[src/rtl/loctag_adc_pkg.sv]
// Shared types and default frame geometry for the loctag ADC front-end.
package loctag_adc_pkg;

    typedef enum logic [1:0] {
        IDLE,
        WARMUP,
        QUIET,
        SHIFT
    } adc_state_e;

    localparam int ADC_FRAME_BITS = 16;
    localparam int ADC_LEAD_ZEROS = 4;
    localparam int ADC_DATA_BITS  = ADC_FRAME_BITS - ADC_LEAD_ZEROS;

    // Width of a counter that runs 0..terminal-1, never narrower than one bit.
    function automatic int cnt_width(input int terminal);
        return (terminal > 1) ? $clog2(terminal) : 1;
    endfunction

endpackage

[src/rtl/loctag_hyst_cmp.sv]
// Hysteresis threshold comparator with a one-cycle rise pulse; updates only on valid.
module loctag_hyst_cmp
#(
    parameter int DATA_BITS = 12,
    parameter int HYST      = 'h040
) (
    input  logic                 clk,
    input  logic                 reset,
    input  logic                 valid,
    input  logic [DATA_BITS-1:0] value,
    input  logic [DATA_BITS-1:0] threshold,
    output logic                 above,
    output logic                 rise
);

    localparam logic [DATA_BITS:0] HYST_EXT = (DATA_BITS + 1)'(HYST);

    logic set_hit;
    logic clr_hit;

    // One extra bit keeps value + HYST from wrapping, so a low threshold can never clear.
    always_comb begin
        set_hit = (value >= threshold);
        clr_hit = (({1'b0, value} + HYST_EXT) < {1'b0, threshold});
    end

    always_ff @(posedge clk) begin
        if (reset) begin
            above <= 1'b0;
            rise  <= 1'b0;
        end else begin
            rise <= 1'b0;
            if (valid) begin
                if (set_hit) begin
                    above <= 1'b1;
                    rise  <= ~above;
                end else if (clr_hit) begin
                    above <= 1'b0;
                end
            end
        end
    end

endmodule

[src/rtl/loctag_adc_reader.sv]
// LT5534 power sequencing, AD7476-class serial ADC reader and hysteresis comparator.
// Optional LOCTAG_ADC_AVG_EN: output is the truncated mean of the last four raw samples.
module loctag_adc_reader
    import loctag_adc_pkg::*;
#(
    parameter int CLK_DIV       = 2,
    parameter int FRAME_BITS    = ADC_FRAME_BITS,
    parameter int DATA_BITS     = ADC_DATA_BITS,
    parameter int QUIET_CYCLES  = 3,
    parameter int WARMUP_CYCLES = 1000,
    parameter int HYST          = 'h040
) (
    input  logic                 clk,
    input  logic                 reset,
    input  logic                 enable,
    input  logic [DATA_BITS-1:0] threshold,
    output logic                 lt5534_en,
    output logic                 adc_cs,
    output logic                 adc_clk,
    input  logic                 adc_so,
    output logic [DATA_BITS-1:0] sample,
    output logic                 sample_valid,
    output logic                 above,
    output logic                 rise
);

    localparam int DIV_W   = cnt_width(CLK_DIV);
    localparam int BIT_W   = cnt_width(FRAME_BITS);
    localparam int QUIET_W = cnt_width(QUIET_CYCLES);
    localparam int WARM_W  = cnt_width(WARMUP_CYCLES);

    localparam logic [DIV_W-1:0]   DIV_LAST   = DIV_W'(CLK_DIV - 1);
    localparam logic [BIT_W-1:0]   BIT_LAST   = BIT_W'(FRAME_BITS - 1);
    localparam logic [QUIET_W-1:0] QUIET_LAST = QUIET_W'(QUIET_CYCLES - 1);
    localparam logic [WARM_W-1:0]  WARM_LAST  = WARM_W'(WARMUP_CYCLES - 1);

    adc_state_e           state_q, state_d;
    logic [WARM_W-1:0]    warm_cnt_q, warm_cnt_d;
    logic [DIV_W-1:0]     div_cnt_q, div_cnt_d;
    logic [BIT_W-1:0]     bit_cnt_q, bit_cnt_d;
    logic [QUIET_W-1:0]   quiet_cnt_q, quiet_cnt_d;
    // Only the trailing DATA_BITS survive the shift; the leading zeros fall off the top.
    logic [DATA_BITS-1:0] shreg_q, shreg_d;
    logic                 lt_en_q, lt_en_d;
    logic                 cs_q, cs_d;
    logic                 sclk_q, sclk_d;
    logic [DATA_BITS-1:0] sample_q;
    logic                 valid_q;
    logic                 frame_done;
    logic [DATA_BITS-1:0] raw;
    logic [DATA_BITS-1:0] sample_next;

    always_comb begin
        // NOTE: every signal gets a default before the case so no path can infer a latch.
        state_d     = state_q;
        warm_cnt_d  = warm_cnt_q;
        div_cnt_d   = div_cnt_q;
        bit_cnt_d   = bit_cnt_q;
        quiet_cnt_d = quiet_cnt_q;
        shreg_d     = shreg_q;
        lt_en_d     = lt_en_q;
        cs_d        = cs_q;
        sclk_d      = sclk_q;
        frame_done  = 1'b0;

        case (state_q)
            IDLE: begin
                if (enable) begin
                    state_d    = WARMUP;
                    lt_en_d    = 1'b1;
                    warm_cnt_d = '0;
                end
            end
            WARMUP: begin
                if (!enable) begin
                    state_d = IDLE;
                    lt_en_d = 1'b0;
                end else if (warm_cnt_q == WARM_LAST) begin
                    state_d   = SHIFT;
                    cs_d      = 1'b0;
                    sclk_d    = 1'b0;
                    div_cnt_d = '0;
                    bit_cnt_d = '0;
                end else begin
                    warm_cnt_d = warm_cnt_q + 1'b1;
                end
            end
            SHIFT: begin
                if (div_cnt_q == DIV_LAST) begin
                    div_cnt_d = '0;
                    if (!sclk_q) begin
                        // Last low-phase cycle: data is stable, SCLK rises at this edge.
                        sclk_d  = 1'b1;
                        shreg_d = {shreg_q[DATA_BITS-2:0], adc_so};
                    end else if (bit_cnt_q == BIT_LAST) begin
                        state_d     = QUIET;
                        cs_d        = 1'b1;
                        quiet_cnt_d = '0;
                        frame_done  = 1'b1;
                    end else begin
                        sclk_d    = 1'b0;
                        bit_cnt_d = bit_cnt_q + 1'b1;
                    end
                end else begin
                    div_cnt_d = div_cnt_q + 1'b1;
                end
            end
            QUIET: begin
                if (quiet_cnt_q == QUIET_LAST) begin
                    if (enable) begin
                        state_d   = SHIFT;
                        cs_d      = 1'b0;
                        sclk_d    = 1'b0;
                        div_cnt_d = '0;
                        bit_cnt_d = '0;
                    end else begin
                        state_d = IDLE;
                        lt_en_d = 1'b0;
                    end
                end else begin
                    quiet_cnt_d = quiet_cnt_q + 1'b1;
                end
            end
            default: state_d = IDLE;
        endcase
    end

    // NOTE: registers use non-blocking assignments so every flop updates from pre-edge values.
    always_ff @(posedge clk) begin
        if (reset) begin
            state_q     <= IDLE;
            warm_cnt_q  <= '0;
            div_cnt_q   <= '0;
            bit_cnt_q   <= '0;
            quiet_cnt_q <= '0;
            shreg_q     <= '0;
            lt_en_q     <= 1'b0;
            cs_q        <= 1'b1;
            sclk_q      <= 1'b1;
            sample_q    <= '0;
            valid_q     <= 1'b0;
        end else begin
            state_q     <= state_d;
            warm_cnt_q  <= warm_cnt_d;
            div_cnt_q   <= div_cnt_d;
            bit_cnt_q   <= bit_cnt_d;
            quiet_cnt_q <= quiet_cnt_d;
            shreg_q     <= shreg_d;
            lt_en_q     <= lt_en_d;
            cs_q        <= cs_d;
            sclk_q      <= sclk_d;
            valid_q     <= frame_done;
            if (frame_done) begin
                sample_q <= sample_next;
            end
        end
    end

    assign raw = shreg_q;

`ifdef LOCTAG_ADC_AVG_EN
    localparam int SUM_W = DATA_BITS + 2;

    logic [DATA_BITS-1:0] hist_q [3];
    logic [SUM_W-1:0]     sum;
    logic                 warm_start;

    assign warm_start = (state_q == IDLE) && enable;

    always_comb begin
        sum         = SUM_W'(raw) + SUM_W'(hist_q[0]) + SUM_W'(hist_q[1]) + SUM_W'(hist_q[2]);
        sample_next = sum[SUM_W-1:2];
    end

    // NOTE: the history is reset explicitly, and cleared again on warm-up entry,
    // so no average ever mixes in samples from a previous run.
    always_ff @(posedge clk) begin
        if (reset || warm_start) begin
            for (int i = 0; i < 3; i++) begin
                hist_q[i] <= '0;
            end
        end else if (frame_done) begin
            hist_q[2] <= hist_q[1];
            hist_q[1] <= hist_q[0];
            hist_q[0] <= raw;
        end
    end
`else
    assign sample_next = raw;
`endif

    // Comparator evaluates the new sample at the same edge that loads it, so
    // above/rise line up with sample_valid.
    loctag_hyst_cmp #(
        .DATA_BITS (DATA_BITS),
        .HYST      (HYST)
    ) u_hyst_cmp (
        .clk       (clk),
        .reset     (reset),
        .valid     (frame_done),
        .value     (sample_next),
        .threshold (threshold),
        .above     (above),
        .rise      (rise)
    );

    assign lt5534_en    = lt_en_q;
    assign adc_cs       = cs_q;
    assign adc_clk      = sclk_q;
    assign sample       = sample_q;
    assign sample_valid = valid_q;

endmodule

[config.mk]
export PLATFORM = sky130hd
export DESIGN_NAME = loctag_adc_reader
export DESIGN_NICKNAME = d
export VERILOG_FILES = /design/src/rtl/loctag_adc_pkg.sv /design/src/rtl/loctag_hyst_cmp.sv /design/src/rtl/loctag_adc_reader.sv
export SDC_FILE = /design/constraint.sdc
export NUM_CORES = 1
export LEC_CHECK = 0
export ABC_AREA = 1
export CAP_MARGIN = 20
export CORE_MARGIN = 2
export CORE_UTILIZATION = 35
export CTS_BUF_LIST = sky130_fd_sc_hd__clkbuf_8
export CTS_CLUSTER_DIAMETER = 80
export CTS_CLUSTER_SIZE = 25
export DETAILED_ROUTE_END_ITERATION = 12
export GPL_ROUTABILITY_DRIVEN = 0
export GPL_TIMING_DRIVEN = 0
export PLACE_DENSITY_LB_ADDON = 0.25
export SETUP_SLACK_MARGIN = 0.1
export SYNTH_ARGS = -nofsm -noshare
export SYNTH_HDL_FRONTEND = slang
export SYNTH_HIERARCHICAL = 1
export SYNTH_SLANG_ARGS = --single-unit
[constraint.sdc]
create_clock -name clk -period 1.8 [get_ports clk]
set_input_delay 0.18 -clock clk [delete_from_list [all_inputs] [get_ports clk]]
set_output_delay 0.18 -clock clk [all_outputs]
set_load 0.005 [all_outputs]
Word level (Yosys, flattened, before mapping)
Cells that the tools add are included.
{"block": "totals", "reg_bits": 49, "word_cells": 108}
{"block": "op_classes", "n_addsub": 5, "n_lt_le_gt_ge": 2, "eq_ne": 18, "n_mux": 49, "bitwise_logic": 4, "n_reduce_logical": 17}
{"cell": "10-bit 2-to-1 mux", "count": 3}
{"cell": "4-bit 2-to-1 mux", "count": 7}
{"cell": "2-bit 2-to-1 mux", "count": 12}
{"cell": "2-bit != test, second input constant", "count": 11}
{"cell": "10-bit case mux with 2 select lines", "count": 1}
{"cell": "1-bit 2-to-1 mux", "count": 19}
{"cell": "8-bit AND reduction", "count": 2}
{"cell": "12-bit by 7-bit adder with 13-bit output, second input constant", "count": 1}
{"cell": "13-bit by 12-bit less-than comparator with 1-bit output", "count": 1}
{"cell": "12-bit >= comparator", "count": 1}
{"cell": "1-bit case mux with 3 select lines", "count": 4}
{"cell": "4-bit case mux with 3 select lines", "count": 1}
{"cell": "6-bit AND reduction", "count": 2}
{"cell": "10-bit by 1-bit adder with 10-bit output, second input constant", "count": 1}
{"cell": "10-bit equality test, second input constant", "count": 1}
{"cell": "5-bit AND reduction", "count": 2}
{"cell": "2-bit case mux with 4 select lines", "count": 1}
{"cell": "2-bit equality test, second input constant", "count": 3}
{"cell": "3-bit AND reduction", "count": 2}
{"cell": "2-bit nonzero test", "count": 3}
{"cell": "3-bit nonzero test", "count": 2}
{"cell": "4-bit by 1-bit adder with 4-bit output, second input constant", "count": 1}
{"cell": "4-bit equality test, second input constant", "count": 1}
{"cell": "1-bit inverter", "count": 4}
{"cell": "other kinds (9)", "count": 9}

Logic depth before layout (Yosys ltp)
Gate-level depths: netlist of run 1.
{"block": "logic_depth", "ltp_word": 7, "mapped_depth": 13, "depth_no_buf": 12}

Cells and area by module
Netlist of run 1, hierarchy kept.
{"mod": "loctag_adc_reader", "n_inst": 1, "cells_each": 303, "area_each_um2": 2235.9, "seq_area_each_um2": 940.9}
{"mod": "loctag_hyst_cmp", "n_inst": 1, "cells_each": 112, "area_each_um2": 713.2, "seq_area_each_um2": 40.0}

Least setup slack after synthesis of run 1
OpenSTA, ideal clock, no wires.
{"block": "synth_path", "path_type": "reg-to-reg", "startpoint": "register state_q[1]", "endpoint": "register u_hyst_cmp.above", "setup_time_ns": 0.114, "arrival_ns": 1.738, "t_required_ns": 1.686, "setup_slack_ns": -0.051, "stages_incl_launch_ff": 14, "path_buffers": 1, "path_cell_list": "dfxtp_1 ha_1 inv_2 nor2_4 nand3_2 clkinv_2 buf_4 inv_1 nor3b_1 o211ai_2 inv_1 nand2_1 nand2_1 nand2_1"}
{"block": "synth_between", "elab_chain_cells": 3}
{"item": "from (decl)", "line": "loctag_adc_reader.sv:37", "text": "adc_state_e state_q, state_d;"}
{"item": "from (signal assigned)", "line": "loctag_adc_reader.sv:143", "text": "state_q <= state_d;"}
{"item": "2-bit equality test", "line": "loctag_adc_reader.sv:66", "text": "case (state_q)"}
{"item": "1-bit 2-to-1 mux", "line": "loctag_adc_reader.sv:66"}
{"item": "named net frame_done", "line": "loctag_adc_reader.sv:49", "text": "logic frame_done;"}
{"item": "2-bit AND reduction (no line)"}
{"item": "to (signal assigned)", "line": "loctag_hyst_cmp.sv:29", "text": "above <= 1'b0;"}
{"item": "to (signal assigned)", "line": "loctag_hyst_cmp.sv:35", "text": "above <= 1'b1;"}
{"item": "to (signal assigned)", "line": "loctag_hyst_cmp.sv:38", "text": "above <= 1'b0;"}
{"item": "to (decl)", "line": "loctag_hyst_cmp.sv:12", "text": "output logic above,"}
The timed path passes the listed nets, and every way through them passes these cells.
A chain may end at the register's enable or synchronous reset.

Final worst setup path of run 1
{"block": "layout_path", "startpoint": "register shreg_q[6] (netlist: raw[6])", "endpoint": "register u_hyst_cmp.above"}
{"block": "layout_between", "elab_chain_cells": 4, "elab_cells_between_ends": 6, "classes_between": "add/sub: 1; order compare: 2; mux: 1; reduce/logical: 2"}
{"item": "from (decl)", "line": "loctag_adc_reader.sv:43", "text": "logic [DATA_BITS-1:0] shreg_q, shreg_d;"}
{"item": "from (signal assigned)", "line": "loctag_adc_reader.sv:148", "text": "shreg_q <= shreg_d;"}
{"item": "12-bit by 7-bit adder with 13-bit output", "line": "loctag_hyst_cmp.sv:24", "text": "clr_hit = (({1'b0, value} + HYST_EXT) < {1'b0, threshold});"}
{"item": "13-bit by 12-bit less-than comparator with 1-bit output", "line": "loctag_hyst_cmp.sv:24"}
{"item": "2-bit nonzero test (no line)"}
{"item": "2-bit AND reduction (no line)"}
Several ways; a longest one is shown, not always the timed one.

==> impl_metrics.ini, run 1 <==
[outcome]
run_status = complete, no violations

[cts]
cts_hold_buf = 0
cts_max_path_buffers = 2
cts_htree_levels = 2
cts_num_sinks = 49
ctsRootBufferMaster = sky130_fd_sc_hd__clkbuf_8
cts_made_buffers = 5
clock_tree_from_tritoncts = built
worst_setup_hold_path_clk_slew_ns = 0.11
clk_latency_ns = 0.32

[yosys]
synth.ff_latch_count = 49
yosys_warnings = 6
synth_top_cells_by_area = sky130_fd_sc_hd__dfxtp_1 (33%), sky130_fd_sc_hd__ha_1 (11%), sky130_fd_sc_hd__nand2_1 (9.7%)
synthesis.area_sq_mm = 0.00295
postSynth.asyncResetShare_pct = 0
edff_count_synth = 0
postSynthNetCount = 457
synth_cell_type_count = 37
sequential_share_of_the_synthesized_area_pct = 33.3
synth_top_area_share_pct = 33.3
synth-main-ff-cell = sky130_fd_sc_hd__dfxtp_1
synthesis.instances = 415
post-synth-top-area-cell = sky130_fd_sc_hd__dfxtp_1
syn_area_per_cell_sq_um = 7.11

[grt]
grt_max_degree = 19
initial_antenna_violation_count = 0
overflow = 0
grt_first_pass_wirelength_mm = 11.2
grt_pass1_vias = 2549
grtUsageTotal_pct = 15.3

[routing]
post_detailed_route_via_to_cell_ratio = 4.77
drt_drc_violations_left = 0
drt_pass1_iterations = 4
postRouteWirelength_mm = 6.69
first_iter_violations = 40
antenna_violating_nets_post_route = 0
vias = 2746
mean_routed_wirelength_per_cell_microns = 11.6

[placement]
dp_hpwl_mm = 4.84
placed_cells = 553
port_buffers = 33

[power]
share_comb_of_total_power_pct = 26.3
p_switching_w = 0.000893
power-per-cell-area_mw_per_mm2 = 691
power_frac_seq_pct = 46.6
clock_network_fraction_of_design_power_pct = 27.0
design_power_total_w = 0.00264
power_report.internal_total_w = 0.00174
power.ir.vdd_worst_mv = 0.289
p_leak_nw = 1.60
power.switching_fraction_pct = 33.9

[worst_setup_path]
worst-path-buf-inv = 2
startpoint_class_of_the_critical_path = flop
startpoint = raw[6]
critical_path.endpoint_type = flop
reg2reg_launch_point = raw[6]
arrival_ns = 1.94
critPathMaxStageDelay_ns = 0.40
crit_path_max_delay_cell_type = sky130_fd_sc_hd__dfxtp_4
critPathKind = reg2reg
timing.critical_path.required_ns = 2.01
crit_path_max_fanout = 4
cp_top_family = simple AND/OR/NAND/NOR gates
worst_path_cell_chain = nand3_2, nand3b_1, xor2_1, inv_1, ha_4, nand2_2, nor3b_4, o211ai_2, inv_1, nand2_1, nand2_1, nand2_1
worst_path_most_repeated_cell = sky130_fd_sc_hd__nand2_1

[sta]
max_freq_mhz = 579
post-route-period-util_pct = 96.0
slew-limit-headroom_pct = 63.0
worst-slew-pin-transition_ns = 0.555
rsz0062_at_grt = true
final_count_of_pins_violating_max_slew = 0
setup_violations = 0
report.final.hold_viol_count = 0
timing.final.crit_period_ns = 1.73
final_hold_slack_ns = 0.460
worst_clock_skew_ns = 0.0117

[cells_and_area]
count_of_non_filler_cells_in_the_finished_layout = 576
final_common_cell = sky130_fd_sc_hd__nand2_1
antenna_cells = 0
multi_input_comb_area_sq_mm = 0.00181
register_area_sq_mm = 0.00100
layout_net_count = 512
nFillCells = 815
synthToLayoutAreaGrowth_pct = 29.5
most-common-layout-cells = sky130_fd_sc_hd__nand2_1 (73), sky130_fd_sc_hd__inv_1 (60), sky130_fd_sc_hd__dfxtp_1 (40)
layout-drive-gt1-share_pct = 18.9

[min_path]
hold_class = reg2reg
min_from = u_hyst_cmp/above

[floorplanning]
placement_rows = 33
floorplan_die_area_sq_mm = 0.00918
io-pin-count = 34
die-height_microns = 95.8
placeableCoreArea_sq_mm = 0.00818
floorplan.die.width_microns = 95.8
start_util_pct = 36.1

[flow_run]
timing.max_cap.violations = 0
metrics by stage:
step,setup TNS (ns),util [%],worst slack (ns),area (sq um)
global placement,-0.108,42.3,-0.102,3460
finish,0,46.7,0.0718,3820
detailed placement,-0.136,42.3,-0.104,3460
CTS,0,45.5,0.0626,3720
global route,-0.0914,46.7,-0.0914,3820
floorplan,0,-,0.102,3000
worst paths after layout:
kind              slack (ns)  cells after the start                to
setup reg to reg        0.07                     12  u_hyst_cmp/above
setup / recovery        0.07                     12  u_hyst_cmp/above
hold / removal          0.46                      1   u_hyst_cmp/rise
hold reg to reg         0.46                      1   u_hyst_cmp/rise
cells in the mapped netlist, types with 3 or more instances:
library cell and instances:
sky130_fd_sc_hd__nand2_1 76, sky130_fd_sc_hd__o21ai_0 30, sky130_fd_sc_hd__nand2_2 3, sky130_fd_sc_hd__nand3_2 4, sky130_fd_sc_hd__a21oi_2 8, sky130_fd_sc_hd__ha_1 26
sky130_fd_sc_hd__a21oi_1 38, sky130_fd_sc_hd__nor2_2 4, sky130_fd_sc_hd__xor2_1 6, sky130_fd_sc_hd__inv_2 4, sky130_fd_sc_hd__o21ai_1 8, sky130_fd_sc_hd__dfxtp_1 49
sky130_fd_sc_hd__nor2_1 40, sky130_fd_sc_hd__buf_4 3, sky130_fd_sc_hd__nor3_1 4, sky130_fd_sc_hd__nand3_1 23, sky130_fd_sc_hd__nand4_1 3, sky130_fd_sc_hd__inv_1 61
sky130_fd_sc_hd__clkbuf_1 4
power by group through the flow:
| stage | logic (W) | registers [W] | clock network (W) |
|---|---|---|---|
| floorplan | 0.000433 | 0.00123 | 0 |
| global placement | 0.000598 | 0.00124 | 0 |
| detailed placement | 0.000607 | 0.00125 | 0 |
| CTS | 0.000644 | 0.00123 | 0.000742 |
| global route | 0.000798 | 0.00124 | 0.000775 |
| finish | 0.000695 | 0.00123 | 0.000713 |
metal layers:
| metal | share of wire (%) | GRT usage (%) | vias to the layer above |
|---|---|---|---|
| li1 | - | - | 1465 |
| met1 | 45 | 18.7 | 1236 |
| met2 | 50 | 26.9 | 35 |
| met3 | 2.7 | 2.51 | 10 |
| met4 | 2.1 | 5.60 | 0 |
| met5 | 0 | 0 | - |
cells by family after synthesis:
family	count (synthesis)	share of synthesized area, %
adder cells (fa/ha/maj)	26	11.0
XOR/XNOR	7	2.08
buffers and inverters	76	10.4
AND/OR/NAND/NOR	165	25.8
flip-flops	49	33.3
AO/OA/AOI/OAI	92	17.4
registers in the layout (all words and copies together) (netlist names):
| name | count |
|---|---|
| raw | 12 |
| sample | 12 |
| warm_cnt_q | 10 |
| bit_cnt_q | 4 |
| quiet_cnt_q | 2 |
| state_q | 2 |
| adc_clk | 1 |
| adc_cs | 1 |
| div_cnt_q | 1 |
| lt5534_en | 1 |
| sample_valid | 1 |
| u_hyst_cmp/above | 1 |
| u_hyst_cmp/rise | 1 |
what timing repair did:
item / 4_1_cts / 5_1_grt
pin swaps: 7 / 5
endpoints found under the setup margin: 7 / 22
buffers inserted: 12 / 3
resized for setup: 22 / 22
layout make-up:
class / instances / share of cell area, %
buffer: 10 / 1.93
clock buffer: 5 / 1.80
clock inverter: 3 / 0.754
inverter: 66 / 6.68
multi-input combinational: 290 / 47.5
sequential: 49 / 26.3
tap: 105 / 3.44
timing repair buffer: 48 / 11.6
No activity file was read; power rests on OpenSTA's default activity.
==> run 2: changes to the inputs <==
Settings changed: CORE_UTILIZATION 35 to 25.
==> run 2 against run 1 <==
  * Clock power rose by 0.6%
  * Register-to-register slack barely moved
  * Maximum frequency rose by 0.25%
  * Final area rose by 1.0%
  * Critical path depth rose by 1
  * Sequential power barely moved
  * Hold slack got worse by 0.00090 ns
  * Via count fell by 0.58%
  * Sequential cell count did not move
  * Non-clock buffer count fell by 2
  * Largest cell class unchanged
  * Largest power group unchanged
==> impl_metrics.ini, run 2 (synthesis results as in run 1) <==
[outcome]
run_status = complete, no violations

[cells_and_area]
layout_net_count = 510
synthToLayoutAreaGrowth_pct = 30.8
layout-drive-gt1-share_pct = 19.6
finalInstanceArea_sq_mm = 0.00386
final_common_cell = sky130_fd_sc_hd__nand2_1
count_of_non_filler_cells_in_the_finished_layout = 612
antenna_cells = 0
nFillCells = 1235
most-common-layout-cells = sky130_fd_sc_hd__nand2_1 (70), sky130_fd_sc_hd__inv_1 (58), sky130_fd_sc_hd__dfxtp_1 (40)

[sta]
worst_clock_skew_ns = 0.0101
post-route-period-util_pct = 95.8
setup_violations = 0
timing.final.crit_period_ns = 1.72
final_count_of_pins_violating_max_slew = 0
worst-slew-pin-transition_ns = 0.543
max_freq_mhz = 580
slew-limit-headroom_pct = 63.8
report.final.hold_viol_count = 0
totalNegativeSetupSlack_ns = 0
rsz0062_at_grt = true

[worst_setup_path]
timing.critical_path.required_ns = 2.01
r2r_slack_ns = 0.08
critical_path.endpoint_type = flop
critPathKind = reg2reg
startpoint_class_of_the_critical_path = flop
reg2reg_launch_point = bit_cnt_q[0]
startpoint = bit_cnt_q[0]
crit_path_max_fanout = 4
arrival_ns = 1.93

[grt]
grtUsageTotal_pct = 11.7
initial_antenna_violation_count = 0
grt_max_degree = 17
grt_first_pass_wirelength_mm = 12.2
grt_pass1_vias = 2672
overflow = 0

[cts]
cts_max_path_buffers = 2
cts_made_buffers = 5
clk_latency_ns = 0.30
cts_htree_levels = 2
cts_hold_buf = 0
worst_setup_hold_path_clk_slew_ns = 0.10
ctsRootBufferMaster = sky130_fd_sc_hd__clkbuf_8
clock_tree_from_tritoncts = built
cts_num_sinks = 49

[power]
power_frac_seq_pct = 46.1
clock_network_fraction_of_design_power_pct = 26.9
share_comb_of_total_power_pct = 27.1
power.switching_fraction_pct = 33.0
p_switching_w = 0.000881
power-per-cell-area_mw_per_mm2 = 691
power_report.internal_total_w = 0.00179
power.ir.vdd_worst_mv = 0.428
p_leak_nw = 1.59

[floorplanning]
placeableCoreArea_sq_mm = 0.0115
io-pin-count = 34
floorplan_die_area_sq_mm = 0.0127
start_util_pct = 25.7
placement_rows = 39
floorplan.die.width_microns = 113
die-height_microns = 113

[routing]
postRouteWirelength_mm = 7.08
mean_routed_wirelength_per_cell_microns = 11.6
first_iter_violations = 96
antenna_violating_nets_post_route = 0
post_detailed_route_via_to_cell_ratio = 4.46
drt_pass1_iterations = 4
drt_drc_violations_left = 0
vias = 2730

[flow_run]
timing.max_cap.violations = 0

[placement]
placed_cells = 591
dp_hpwl_mm = 5.28
port_buffers = 33
placed_area_sq_mm = 0.00351

[min_path]
min_from = u_hyst_cmp/above
hold_class = reg2reg
## run 2: metal layers
| metal | vias to the layer above | wire length, microns | track usage [%] |
|---|---|---|---|
| li1 | 1451 | - | - |
| met1 | 1245 | 3440 | 14.8 |
| met2 | 30 | 3390 | 20.4 |
| met3 | 4 | 181 | 2.21 |
| met4 | 0 | 68 | 3.01 |
| met5 | - | 0 | 0 |
## run 2: stage by stage
step	utilization [%]	setup WS [ns]	hold slack, ns	power [W]
after floorplan	-	0.102	0.338	0.00167
after global placement	30.6	-0.206	0.439	0.00185
after detailed placement	30.6	-0.198	0.442	0.00186
after CTS	32.8	0.0669	0.466	0.00264
after global routing	33.6	-0.0699	0.480	0.00287
final	33.6	0.0761	0.459	0.00267
## run 2: worst max-delay path, stage by stage (launching register included)
cell	delay, ns
sky130_fd_sc_hd__dfxtp_4	0.37
sky130_fd_sc_hd__ha_4	0.15
sky130_fd_sc_hd__nand3_4	0.10
sky130_fd_sc_hd__nor2_4	0.18
sky130_fd_sc_hd__nand3_4	0.10
sky130_fd_sc_hd__clkinv_4	0.07
sky130_fd_sc_hd__buf_12	0.09
sky130_fd_sc_hd__inv_2	0.04
sky130_fd_sc_hd__nor3b_4	0.20
sky130_fd_sc_hd__o211ai_2	0.10
sky130_fd_sc_hd__inv_1	0.06
sky130_fd_sc_hd__nand2_1	0.06
sky130_fd_sc_hd__nand2_1	0.05
sky130_fd_sc_hd__nand2_1	0.04
## run 2: worst paths after layout
path / cells past startpoint / endpoint
setup reg to reg: 13 / u_hyst_cmp/above
hold / removal: 1 / u_hyst_cmp/rise
hold reg to reg: 1 / u_hyst_cmp/rise
setup / recovery: 13 / u_hyst_cmp/above
## run 2: final cells by class
type,count,area (sq um),share of cell area [%]
flip-flops and latches,49,1000,26.0
well taps,143,179,4.64
clock buffers,6,82.6,2.14
clock inverters,2,17.5,0.454
repair buffers,46,428,11.1
inverters,66,255,6.61
plain buffers,10,75.1,1.95
multi-input cells,290,1820,47.1
## run 2: what timing repair did
item,CTS,global route
endpoints found under the setup margin,7,23
setup buffers,11,2
hold endpoints to repair,0,0
pin swaps,8,13
gates resized for setup,23,26
## run 2: power by group through the flow
| stage | Combinational (W) | Sequential [W] | Clock [W] |
|---|---|---|---|
| 6_report | 0.000721 | 0.00123 | 0.000717 |
| 5_1_grt | 0.000822 | 0.00124 | 0.000812 |
| 4_1_cts | 0.000655 | 0.00123 | 0.000757 |
| 3_5_place_dp | 0.000615 | 0.00125 | 0 |
| 3_3_place_gp | 0.000604 | 0.00125 | 0 |
| 2_1_floorplan | 0.000433 | 0.00123 | 0 |
==> run 3: changes to the inputs <==
Settings changed: PLACE_DENSITY set to 0.4, PLACE_DENSITY_LB_ADDON 0.25 to unset, SKIP_LAST_GASP set to 1.
==> run 3 against run 2 <==
  * Non-clock buffer count unchanged
  * Final area about the same
  * First-iteration DRC count increased by 13%
  * Highest routed layer unchanged
  * Utilization about the same
  * Wire length increased by 3.4%
  * Sequential power about the same
  * Maximum frequency decreased by 1.5%
  * Via count decreased by 1.6%
  * Sequential share of layout area about the same
  * Count of clock-buffer cells in the layout decreased by 1
  * Setup slack got worse by 0.026 ns
==> impl_metrics.ini, run 3 (synthesis results as in run 1) <==
[cts]
cts_hold_buf = 0
ctsRootBufferMaster = sky130_fd_sc_hd__clkbuf_8
clk_latency_ns = 0.32
cts_htree_levels = 2
cts_made_buffers = 5
clock_tree_from_tritoncts = built
cts_max_path_buffers = 2
worst_setup_hold_path_clk_slew_ns = 0.10
cts_num_sinks = 49

[placement]
place_ws_ns = -0.228
port_buffers = 33
dp_hpwl_mm = 5.49
placed_area_sq_mm = 0.00351

[sta]
totalNegativeSetupSlack_ns = 0
worst_clock_skew_ns = 0.0184
slew-limit-headroom_pct = 63.0
post-route-period-util_pct = 97.2
setup_violations = 0
layout_setup_ws_ns = 0.0500
worst-slew-pin-transition_ns = 0.556
final_count_of_pins_violating_max_slew = 0
max_freq_mhz = 571
rsz0062_at_grt = true
report.final.hold_viol_count = 0
timing.final.crit_period_ns = 1.75

[worst_setup_path]
worst_path_cell_chain = ha_4, nand3_4, nor2_4, nand3_4, clkinv_4, buf_12, inv_1, nor3b_4, o211ai_2, inv_1, nand2_2, nand2_2, nand2_1
worst-path-buf-inv = 4
critPathKind = reg2reg
arrival_ns = 1.97
timing.critical_path.required_ns = 2.02
startpoint_class_of_the_critical_path = flop
critical_path.endpoint_type = flop
crit_path_max_fanout = 4
crit_path_max_delay_cell_type = sky130_fd_sc_hd__dfxtp_4
cp_top_family = simple AND/OR/NAND/NOR gates
r2r_slack_ns = 0.05
critPathMaxStageDelay_ns = 0.39

[power]
design_power_total_w = 0.00278
p_leak_nw = 1.60
power.ir.vdd_worst_mv = 0.314
power-per-cell-area_mw_per_mm2 = 720

[floorplanning]
placement_rows = 39
start_util_pct = 25.7
floorplan_die_area_sq_mm = 0.0127
io-pin-count = 34
die-height_microns = 113
floorplan.die.width_microns = 113
placeableCoreArea_sq_mm = 0.0115

[routing]
antenna_violating_nets_post_route = 0
mean_routed_wirelength_per_cell_microns = 12.0
vias = 2687
first_iter_violations = 108
post_detailed_route_via_to_cell_ratio = 4.39
postRouteWirelength_mm = 7.32
drt_drc_violations_left = 0
drt_pass1_iterations = 4

[grt]
initial_antenna_violation_count = 0
grtUsageTotal_pct = 11.8
overflow = 0
grt_pass1_vias = 2508
grt_max_degree = 18
grt_first_pass_wirelength_mm = 12.2

[cells_and_area]
post-route-util_pct = 33.6
layout_net_count = 510
most-common-layout-cells = sky130_fd_sc_hd__nand2_1 (72), sky130_fd_sc_hd__inv_1 (61), sky130_fd_sc_hd__dfxtp_1 (41)
finalInstanceArea_sq_mm = 0.00386
antenna_cells = 0
layout-drive-gt1-share_pct = 17.7
final_common_cell = sky130_fd_sc_hd__nand2_1
synthToLayoutAreaGrowth_pct = 30.8

[outcome]
run_status = complete, no violations

[min_path]
hold_class = reg2reg

[flow_run]
timing.max_cap.violations = 0
==> run 3: cell count changes in the layout (fill, tap and decap cells not counted), moves of 2 or more <==
| cell | delta |
|---|---|
| sky130_fd_sc_hd__inv_1 | +3 |
| sky130_fd_sc_hd__inv_2 | -3 |
| sky130_fd_sc_hd__dfxtp_2 | -2 |
| sky130_fd_sc_hd__nand2_1 | +2 |
| sky130_fd_sc_hd__nand2_2 | -2 |
| sky130_fd_sc_hd__o21ai_1 | +2 |
| sky130_fd_sc_hd__o21ai_2 | -2 |
==> run 3: final cells by class <==
class,count,area [sq um]
Fill cell,1218,7610
Buffer,10,75.1
Clock inverter,3,47.5
Multi-Input combinational cell,290,1800
Timing Repair Buffer,46,428
Inverter,66,255
Tap cell,143,179
Clock buffer,5,68.8
Sequential cell,49,1010
==> run 3: path summary, 6_finish.rpt <==
path                     from                to  depth (start not counted)
max              bit_cnt_q[0]  u_hyst_cmp/above                         13
min          u_hyst_cmp/above   u_hyst_cmp/rise                          1
max reg2reg      bit_cnt_q[0]  u_hyst_cmp/above                         13
min reg2reg  u_hyst_cmp/above   u_hyst_cmp/rise                          1
==> run 3: power by group <==
group          internal [W]  switching (W)
combinational      0.000304       0.000385
sequential          0.00116      0.0000807
clock              0.000425       0.000428
==> run 3: metrics by stage <==
step                instances  hold WS, ns
floorplan                 415        0.338
global placement          591        0.439
detailed placement        591        0.442
CTS                       610        0.464
global route              612        0.489
finish                    612        0.456
==> run 3: layer usage <==
metal  vias up  global-route usage (%)  routed length [microns]
li1       1448                       -                        -
met1      1204                    16.0                     3580
met2        31                    19.6                     3460
met3         4                    2.00                      228
met4         0                    2.68                       53
met5         -                       0                        0
==> run 3: repair_timing <==
item                                    4_1_cts  5_1_grt
buffers inserted                             11        2
gates resized for setup                      20       20
endpoints found under the setup margin        9       21
pin swaps                                     7        6
